File: src/rtl/mdu_iter_if.sv
// rtl/mdu_iter_if.sv - pipeline-side bundle for the iterative multiply/divide unit
interface mdu_iter_if #(
  parameter int WIDTH = 32
);
  logic             start;
  logic [1:0]       op;
  logic [WIDTH-1:0] a;
  logic [WIDTH-1:0] b;
  logic             hi_we;
  logic             lo_we;
  logic [WIDTH-1:0] wdata;
  logic             busy;
  logic             done;
  logic [WIDTH-1:0] hi;
  logic [WIDTH-1:0] lo;

  modport master (
    output start, op, a, b, hi_we, lo_we, wdata,
    input  busy, done, hi, lo
  );

  modport slave (
    input  start, op, a, b, hi_we, lo_we, wdata,
    output busy, done, hi, lo
  );
endinterface

File: src/rtl/mdu_iter.sv
// rtl/mdu_iter.sv - radix-2 iterative MULT/MULTU/DIV/DIVU unit with HI/LO registers
module mdu_iter #(
  parameter int WIDTH = 32
) (
  input  logic       clk,
  input  logic       rst,
  mdu_iter_if.slave  bus
);

  localparam int CW = $clog2(WIDTH) + 1;

  typedef enum logic [1:0] {IDLE, RUN, FIX} state_t;

  state_t           state;
  logic [CW-1:0]    cnt;
  logic             op_div;
  logic             neg_lo;
  logic             neg_hi;
  logic             divz;
  logic [WIDTH-1:0] ph;
  logic [WIDTH-1:0] pl;
  logic [WIDTH-1:0] mb;
  logic             busy_q;
  logic             done_q;
  logic [WIDTH-1:0] hi_q;
  logic [WIDTH-1:0] lo_q;

  logic             is_signed;
  logic             a_neg;
  logic             b_neg;
  logic [WIDTH-1:0] a_mag;
  logic [WIDTH-1:0] b_mag;
  logic [WIDTH:0]   msum;
  logic [WIDTH:0]   dshift;
  logic [WIDTH:0]   ddiff;
  logic             ge;
  logic [WIDTH-1:0] rem_next;
  logic [2*WIDTH-1:0] prod;
  logic [2*WIDTH-1:0] prod_fix;
  logic [WIDTH-1:0] q_fix;
  logic [WIDTH-1:0] r_fix;

  assign is_signed = ~bus.op[0];
  assign a_neg     = is_signed & bus.a[WIDTH-1];
  assign b_neg     = is_signed & bus.b[WIDTH-1];
  assign a_mag     = a_neg ? (~bus.a + 1'b1) : bus.a;
  assign b_mag     = b_neg ? (~bus.b + 1'b1) : bus.b;

  // Multiply: {ph,pl} holds partial product over the shrinking multiplier.
  assign msum = {1'b0, ph} + {1'b0, (pl[0] ? mb : {WIDTH{1'b0}})};

  // Divide: partial remainder stays below the divisor, so the sign bit of ddiff is a valid compare.
  assign dshift   = {ph, pl[WIDTH-1]};
  assign ddiff    = dshift - {1'b0, mb};
  assign ge       = ~ddiff[WIDTH];
  assign rem_next = ge ? ddiff[WIDTH-1:0] : dshift[WIDTH-1:0];

  assign prod     = {ph, pl};
  assign prod_fix = neg_lo ? (~prod + 1'b1) : prod;
  // A zero divisor leaves quotient all ones and remainder equal to the dividend.
  assign q_fix    = (neg_lo && !divz) ? (~pl + 1'b1) : pl;
  assign r_fix    = neg_hi ? (~ph + 1'b1) : ph;

  always_ff @(posedge clk or posedge rst) begin
    if (rst) begin
      state  <= IDLE;
      cnt    <= '0;
      op_div <= 1'b0;
      neg_lo <= 1'b0;
      neg_hi <= 1'b0;
      divz   <= 1'b0;
      ph     <= '0;
      pl     <= '0;
      mb     <= '0;
      busy_q <= 1'b0;
      done_q <= 1'b0;
      hi_q   <= '0;
      lo_q   <= '0;
    end else begin
      done_q <= 1'b0;
      case (state)
        IDLE: begin
          if (bus.hi_we) hi_q <= bus.wdata;
          if (bus.lo_we) lo_q <= bus.wdata;
          if (bus.start) begin
            state  <= RUN;
            busy_q <= 1'b1;
            cnt    <= '0;
            op_div <= bus.op[1];
            neg_lo <= a_neg ^ b_neg;
            neg_hi <= a_neg;
            divz   <= (bus.b == '0);
            ph     <= '0;
            if (bus.op[1]) begin
              pl <= a_mag;
              mb <= b_mag;
            end else begin
              pl <= b_mag;
              mb <= a_mag;
            end
          end
        end
        RUN: begin
          if (op_div) begin
            ph <= rem_next;
            pl <= {pl[WIDTH-2:0], ge};
          end else begin
            ph <= msum[WIDTH:1];
            pl <= {msum[0], pl[WIDTH-1:1]};
          end
          cnt <= cnt + 1'b1;
          if (cnt == CW'(WIDTH - 1)) state <= FIX;
        end
        FIX: begin
          if (op_div) begin
            hi_q <= r_fix;
            lo_q <= q_fix;
          end else begin
            hi_q <= prod_fix[2*WIDTH-1:WIDTH];
            lo_q <= prod_fix[WIDTH-1:0];
          end
          done_q <= 1'b1;
          busy_q <= 1'b0;
          state  <= IDLE;
        end
        default: begin
          state  <= IDLE;
          busy_q <= 1'b0;
        end
      endcase
    end
  end

  assign bus.busy = busy_q;
  assign bus.done = done_q;
  assign bus.hi   = hi_q;
  assign bus.lo   = lo_q;

endmodule

File: src/flat_wrapper.sv
// flat-port wrapper written by rule: the top's interface ports become plain ports
module mdu_iter_flat 
#(
  parameter int WIDTH = 32
)
  (clk, rst, bus_start, bus_op, bus_a, bus_b, bus_hi_we, bus_lo_we, bus_wdata, bus_busy, bus_done, bus_hi, bus_lo);
  mdu_iter_if #(.WIDTH(WIDTH)) bus_i ();
  input  logic clk;
  input  logic rst;
  input wire logic [$bits(bus_i.start)-1:0] bus_start;
  input wire logic [$bits(bus_i.op)-1:0] bus_op;
  input wire logic [$bits(bus_i.a)-1:0] bus_a;
  input wire logic [$bits(bus_i.b)-1:0] bus_b;
  input wire logic [$bits(bus_i.hi_we)-1:0] bus_hi_we;
  input wire logic [$bits(bus_i.lo_we)-1:0] bus_lo_we;
  input wire logic [$bits(bus_i.wdata)-1:0] bus_wdata;
  output wire logic [$bits(bus_i.busy)-1:0] bus_busy;
  output wire logic [$bits(bus_i.done)-1:0] bus_done;
  output wire logic [$bits(bus_i.hi)-1:0] bus_hi;
  output wire logic [$bits(bus_i.lo)-1:0] bus_lo;
  assign bus_i.start = bus_start;
  assign bus_i.op = bus_op;
  assign bus_i.a = bus_a;
  assign bus_i.b = bus_b;
  assign bus_i.hi_we = bus_hi_we;
  assign bus_i.lo_we = bus_lo_we;
  assign bus_i.wdata = bus_wdata;
  assign bus_busy = bus_i.busy;
  assign bus_done = bus_i.done;
  assign bus_hi = bus_i.hi;
  assign bus_lo = bus_i.lo;
  mdu_iter #(.WIDTH(WIDTH)) u_core (.clk(clk), .rst(rst), .bus(bus_i));
endmodule
File: config.mk
export PLATFORM = sky130hd
export DESIGN_NAME = mdu_iter_flat
export DESIGN_NICKNAME = d
export VERILOG_FILES = /design/src/rtl/mdu_iter_if.sv /design/src/rtl/mdu_iter.sv /design/src/flat_wrapper.sv
export SDC_FILE = /design/constraint.sdc
export NUM_CORES = 1
export LEC_CHECK = 0
export CELL_PAD_IN_SITES_DETAIL_PLACEMENT = 1
export CELL_PAD_IN_SITES_GLOBAL_PLACEMENT = 1
export CORE_MARGIN = 1.5
export CORE_UTILIZATION = 46
export CTS_CLUSTER_SIZE = 14
export DETAILED_ROUTE_END_ITERATION = 8
export PLACE_DENSITY = 0.89
export SLEW_MARGIN = 20
export SYNTH_ARGS = -nofsm -noshare
export SYNTH_HDL_FRONTEND = slang
export SYNTH_SLANG_ARGS = --single-unit
File: constraint.sdc
create_clock -name clk -period 16.8 [get_ports clk]
set_input_delay 3.36 -clock clk [delete_from_list [all_inputs] [get_ports clk]]
set_output_delay 3.36 -clock clk [all_outputs]
set_load 0.01 [all_outputs]
==> out/qor.csv, run 1 <==
metric,value,unit
gr-usage-all-layers,0.348,
ys_types,77,
cp-end-kind,register,
first_iter_violations,1308,
yosysSeqAreaShare,0.290,
synth.avg_cell_area,7.78,sq um
wl_per_cell,24.1,microns
syn-num-nets,2105,
slowest_delay,0.53,ns
clock_latency,0.46,ns
period_minus_slack,6.22,ns
syn_inst,1931,
whs,0.482,ns
first_pass_iters,6,
finalCritPeriodShare,0.370,
final_core_util,0.548,
grt_pass1_vias,16000,
skew,0.0222,ns
worst_ep_arrival_time,6.49,ns
grt_max_degree,112,
ys.flop_type,dfrtp_1,
final_antenna_net_count,0,
status,"complete, no violations",
slew_headroom,0.261,
cts_buffers,17,
ios,169,
diodes,0,
gp_congestion,0.961,
synth.largest_area_cell,dfrtp_1,
synth_edf_count,0,
post_cts_buffers,0,
ys_seq_elements,174,
drc,0,
dr_total_vias,15800,
hold_violations,0,
cp_slowest_cell,or4_1,
grt_pass1_wl,90.8,mm
core,31900,sq um
async_flop_share,1.00,
worst_slack,10.58,ns
rows,65,
num-nets-final,2179,
crit_type,primary input to register,
p_per_area,226,nW/um^2
final_layout_size_suffix_gt1_frac,0.0426,
synth_top_area_share,0.290,
drv_cap,0,
worstMarginPinSlew,1.11,ns
setup_viol,0,
holdCritPathClass,register to register,
grt-ovfl-total,0,
timing.fmax,161,MHz
layout-area-overhead-vs-synth,16.3,%
antenna_found_initial,0,
cpMostUsedCell,nor2_1,
cts_root_buffer,clkbuf_16,
drv_slew,0,
worstPathMaxFanout,5,
path_cells,"clkdlybuf4s50_1, or3_1, or4_1, nor2_1, nand3_1, o31ai_1, xor2_1, nor2_1, a21oi_1, o221ai_1",
startpoint_type,primary input,
htreeDepth,4,
portBuffers,168,
initial_utilization,0.471,
fp.dieH,184,microns
finalSetupTns,0,ns
cts_resized,0,
drt-vias-per-instance,6.43,
synth_area,15000,sq um
rsz0062_at_grt,false,
dieArea,33800,sq um
dp_hpwl,44.7,mm
postCtsHoldBufs,0,
yosys-top-cells-area,"dfrtp_1 (29%), o21ai_0 (6.0%), nand2_1 (5.8%)",
ir_worst_vdd,126,uV
clk_path_buf_depth,2,
cts_tree,built,
die_x,184,microns
cp.required,17.08,ns
leakagePower,7.35,nW
cts_sinks,174,
nFillCells,3966,
ys_warn_count,0,
post-place-ws,10.24,ns
clk_pin_slew,0.07,ns
drt-total-wl,59.1,mm
-- state kept, by name, indices dropped and copies added (netlist names), 2 cells and up --
| signal | count |
|---|---|
| u_core.bus.lo | 32 |
| u_core.pl | 32 |
| u_core.bus.hi | 32 |
| u_core.ph | 32 |
| u_core.state | 2 |
| u_core.mb | 32 |
| u_core.cnt | 6 |
-- area by class of cell --
cell class / instances / area [sq um] / area share
multi-input combinational: 1572 / 9980 / 0.571
sequential: 174 / 4360 / 0.249
timing repair buffer: 179 / 1760 / 0.101
tap: 435 / 544 / 0.0311
clock buffer: 17 / 425 / 0.0243
inverter: 61 / 236 / 0.0135
clock inverter: 14 / 174 / 0.00995
-- cell usage in the layout (no fill, tap or decap), drive strengths merged, types with 20 or more instances in the layout --
cell type and instances:
a21oi 152, o31ai 47, nand2 234, nor3 48, o221ai 36, clkdlybuf4s50 167, mux2i 65, o21ai 194
inv 67, xor2 75, nor2 211, nand2b 20, dfrtp 174, ha 69, a22oi 21, a21o 34
nand3 30, xnor2 87
-- final timing paths --
check,endpoint,slack [ns],from,depth (start not counted)
worst max-delay path,u_core.pl[27],10.58,bus_b[2],10
worst min-delay path,u_core.bus.lo[1],0.48,u_core.bus.lo[1],1
worst max register to register,u_core.ph[30],12.09,u_core.pl[0],12
worst min register to register,u_core.bus.lo[1],0.48,u_core.bus.lo[1],1
max in group asynchronous,u_core.op_div,11.82,rst,3
min in group asynchronous,u_core.bus.hi[22],3.46,rst,2
-- worst max-delay path, delay by kind of cell --
family / cells / cell delay [ns]
AND/OR/NAND/NOR: 5 / 1.71
buffers and inverters: 1 / 0.49
XOR/XNOR: 1 / 0.29
AO/OA/AOI/OAI: 3 / 0.65
-- routing by layer --
metal	up-vias	track usage	part of all wire
li1	7084	-	-
met1	7806	0.439	0.41
met2	691	0.575	0.46
met3	177	0.0646	0.072
met4	0	0.166	0.048
met5	-	0	0
-- through the flow --
step	instances	power, mW	area [sq um]
2_1_floorplan	1931	2.56	15000
3_3_place_gp	2421	3.31	16900
3_5_place_dp	2421	3.43	16900
4_1_cts	2452	3.88	17500
5_1_grt	2452	4.17	17500
6_report	2452	3.94	17500
-- synthesized netlist by cell type, types with 12 or more instances --
cell	count
or4_1	15
a21oi_1	152
o21ai_0	180
o211ai_1	13
nor3_1	43
and2_1	13
nand2b_1	20
inv_1	61
o31ai_1	43
nand3_1	30
a22oi_1	21
nor2_1	210
o21ai_1	14
nand2_1	233
xnor2_1	87
nor4_1	15
xor2_1	75
clkbuf_1	101
a21o_1	34
o21a_1	12
a31oi_1	13
mux2i_1	65
dfrtp_1	174
and3_1	12
o221ai_1	36
or3_1	15
ha_1	69
-- where the power goes --
group          switching (mW)  internal (mW)
logic                    1.53           1.05
registers               0.319          0.624
clock network           0.211          0.213
total                    2.06           1.89
-- logic make-up after synthesis --
kind of cell    share of synthesized area
xor+xnor                           0.0944
simple gates                        0.202
fa+ha+maj                          0.0601
buf+inv                            0.0480
flops                               0.290
mux                                0.0471
compound gates                      0.259
Note: power is estimated with default switching activity, not from simulation.
==> run 2, diff against run 1 <==
CORE_UTILIZATION = 39   (was 46)
PLACE_DENSITY = 0.8   (was 0.89)
clock period = 5.01 ns   (was 16.8 ns; I/O delays follow)
==> run 2 against run 1 <==
Sequential share of layout area shrank 0.30 points. Critical path type is now register to register. First-iteration DRC count is 26% lower. Hold slack better by 0.00074 ns. Highest routed layer is now met5. Power rose to 3.3 times the previous value. Largest cell class unchanged. Clock skew decreased by 0.0097 ns.
==> out/qor.csv, run 2 (synthesis results as in run 1) <==
metric,value,unit,change
status,"complete, no violations",,unchanged
startpoint_type,register,,was primary input
dr_total_vias,15100,,"was 15,800"
final_antenna_net_count,0,,unchanged
drv_cap,0,,unchanged
cts_sinks,174,,unchanged
post-place-ws,0.839,ns,was 10.24 ns
clk_path_buf_depth,2,,unchanged
cts_tree,built,,unchanged
antenna_found_initial,2,,was 0
drc,0,,unchanged
initial_utilization,0.398,,was 0.471
finalCritPeriodShare,0.784,,
worstMarginPinSlew,1.06,ns,was 1.11 ns
ios,169,,unchanged
drt-vias-per-instance,5.96,,was 6.43
cp.required,5.29,ns,was 17.08 ns
finalSetupTns,0,ns,unchanged
nFillCells,4611,,"was 3,966"
cts_resized,0,,unchanged
drt-total-wl,58.0,mm,was 59.1 mm
wl_per_cell,22.8,microns,was 24.1 microns
dp_hpwl,45.5,mm,was 44.7 mm
timing.fmax,255,MHz,
worst_slack,1.08,ns,was 10.58 ns
crit_type,register to register,,was primary input to register
period_minus_slack,3.93,ns,
setup_viol,0,,unchanged
dp_cells,2509,,"was 2,421"
portBuffers,168,,unchanged
first_pass_iters,5,,was 6
mostFrequentLayoutCell,nand2_1,,unchanged
instances_no_fill,2542,,"was 2,452"
dieArea,39700,sq um,"was 33,800 sq um"
skew,0.0125,ns,was 0.0222 ns
hold_violations,0,,unchanged
clk_pin_slew,0.08,ns,was 0.07 ns
mostFrequentLayoutCells,"nand2_1 (232), nor2_1 (210), o21ai_0 (180), dfrtp_1 (173), clkdlybuf4s50_1 (167)",,"was nand2_1 (232), nor2_1 (209), o21ai_0 (180), dfrtp_1 (173), clkdlybuf4s50_1 (167)"
fp.dieH,199,microns,was 184 microns
rsz0062_at_grt,false,,unchanged
leakagePower,7.43,nW,was 7.35 nW
drv_slew,0,,unchanged
gp_congestion,0.901,,was 0.961
final_core_util,0.469,,was 0.548
final_layout_size_suffix_gt1_frac,0.0483,,was 0.0426
holdCritPathClass,register to register,,unchanged
grt_pass1_wl,88.6,mm,was 90.8 mm
rows,71,,was 65
first_iter_violations,973,,"was 1,308"
cp-end-kind,register,,unchanged
htreeDepth,4,,unchanged
post_cts_buffers,0,,unchanged
core,37800,sq um,"was 31,900 sq um"
cts_root_buffer,clkbuf_16,,unchanged
layout-area-overhead-vs-synth,17.8,%,was 16.3%
clock_latency,0.45,ns,was 0.46 ns
worstPathMaxFanout,9,,was 5
p_per_area,739,nW/um^2,was 226 nW/um^2
num-nets-final,2192,,"was 2,179"
gr-usage-all-layers,0.292,,was 0.348
cts_buffers,17,,unchanged
grt_pass1_vias,15400,,"was 16,000"
die_x,199,microns,was 184 microns
diodes,0,,unchanged
worst_ep_arrival_time,4.20,ns,was 6.49 ns
grt_max_degree,123,,was 112
ir_worst_vdd,300,uV,was 126 uV
multi_input_area,9980,sq um,about the same
seqCellArea,4360,sq um,unchanged
postCtsHoldBufs,0,,unchanged
slew_headroom,0.290,,was 0.261
grt-ovfl-total,0,,unchanged
## run 2: changes by cell type in the layout (fill, tap and decap cells not counted), moves of 2 or more
cell	change
buf_4	+10
inv_6	+5
buf_12	+3
clkinv_8	-3
inv_8	-3
clkbuf_8	+2
## run 2: final timing paths
path / start / endpoint / cells after the start / slack [ns]
setup / recovery: u_core.mb[5] / u_core.ph[29] / 11 / 1.08
hold / removal: u_core.cnt[5] / u_core.cnt[5] / 1 / 0.48
setup reg to reg: u_core.mb[5] / u_core.ph[29] / 11 / 1.08
hold reg to reg: u_core.cnt[5] / u_core.cnt[5] / 1 / 0.48
max in group asynchronous: rst / u_core.bus.hi[7] / 3 / 3.48
min in group asynchronous: rst / u_core.pl[20] / 3 / 1.04
## run 2: layout make-up
class	count	share of cell area
clock inverters	13	0.00785
multi-input cells	1572	0.564
clock buffers	19	0.0256
inverters	61	0.0132
flip-flops and latches	174	0.246
well taps	511	0.0361
repair buffers	192	0.107
## run 2: layer usage
| metal | up-vias | routed length, microns | track usage |
|---|---|---|---|
| li1 | 7118 | - | - |
| met4 | 4 | 1880 | 0.0988 |
| met3 | 96 | 3250 | 0.0547 |
| met5 | - | 33 | 0 |
| met1 | 7498 | 25500 | 0.377 |
| met2 | 430 | 27300 | 0.487 |
## run 2: report_power, final
group	total, mW	internal (mW)	switching (mW)	leakage, nW
combinational	8.61	3.57	5.04	4.98
clock	1.40	0.733	0.663	0.291
sequential	3.06	2.09	0.971	2.16
## run 2: critical path, stage by stage, from the launching register on
cell and delay [ns]:
dfrtp_1 0.38, inv_1 0.23, ha_1 0.33, a21o_1 0.19, or3_1 0.37, o211ai_2 0.21
nand3_1 0.19, a31o_2 0.34, a211oi_4 0.55, or2_1 0.49, o41a_1 0.30, o221ai_1 0.16
## run 2: metrics by stage
stage,area (sq um),power [mW],hold WS (ns)
after floorplan,15000,8.58,0.448
after global placement,17100,11.2,0.463
after detailed placement,17100,11.5,0.470
after CTS,17700,13.0,0.484
after global routing,17700,14.0,0.508
final,17700,13.1,0.482
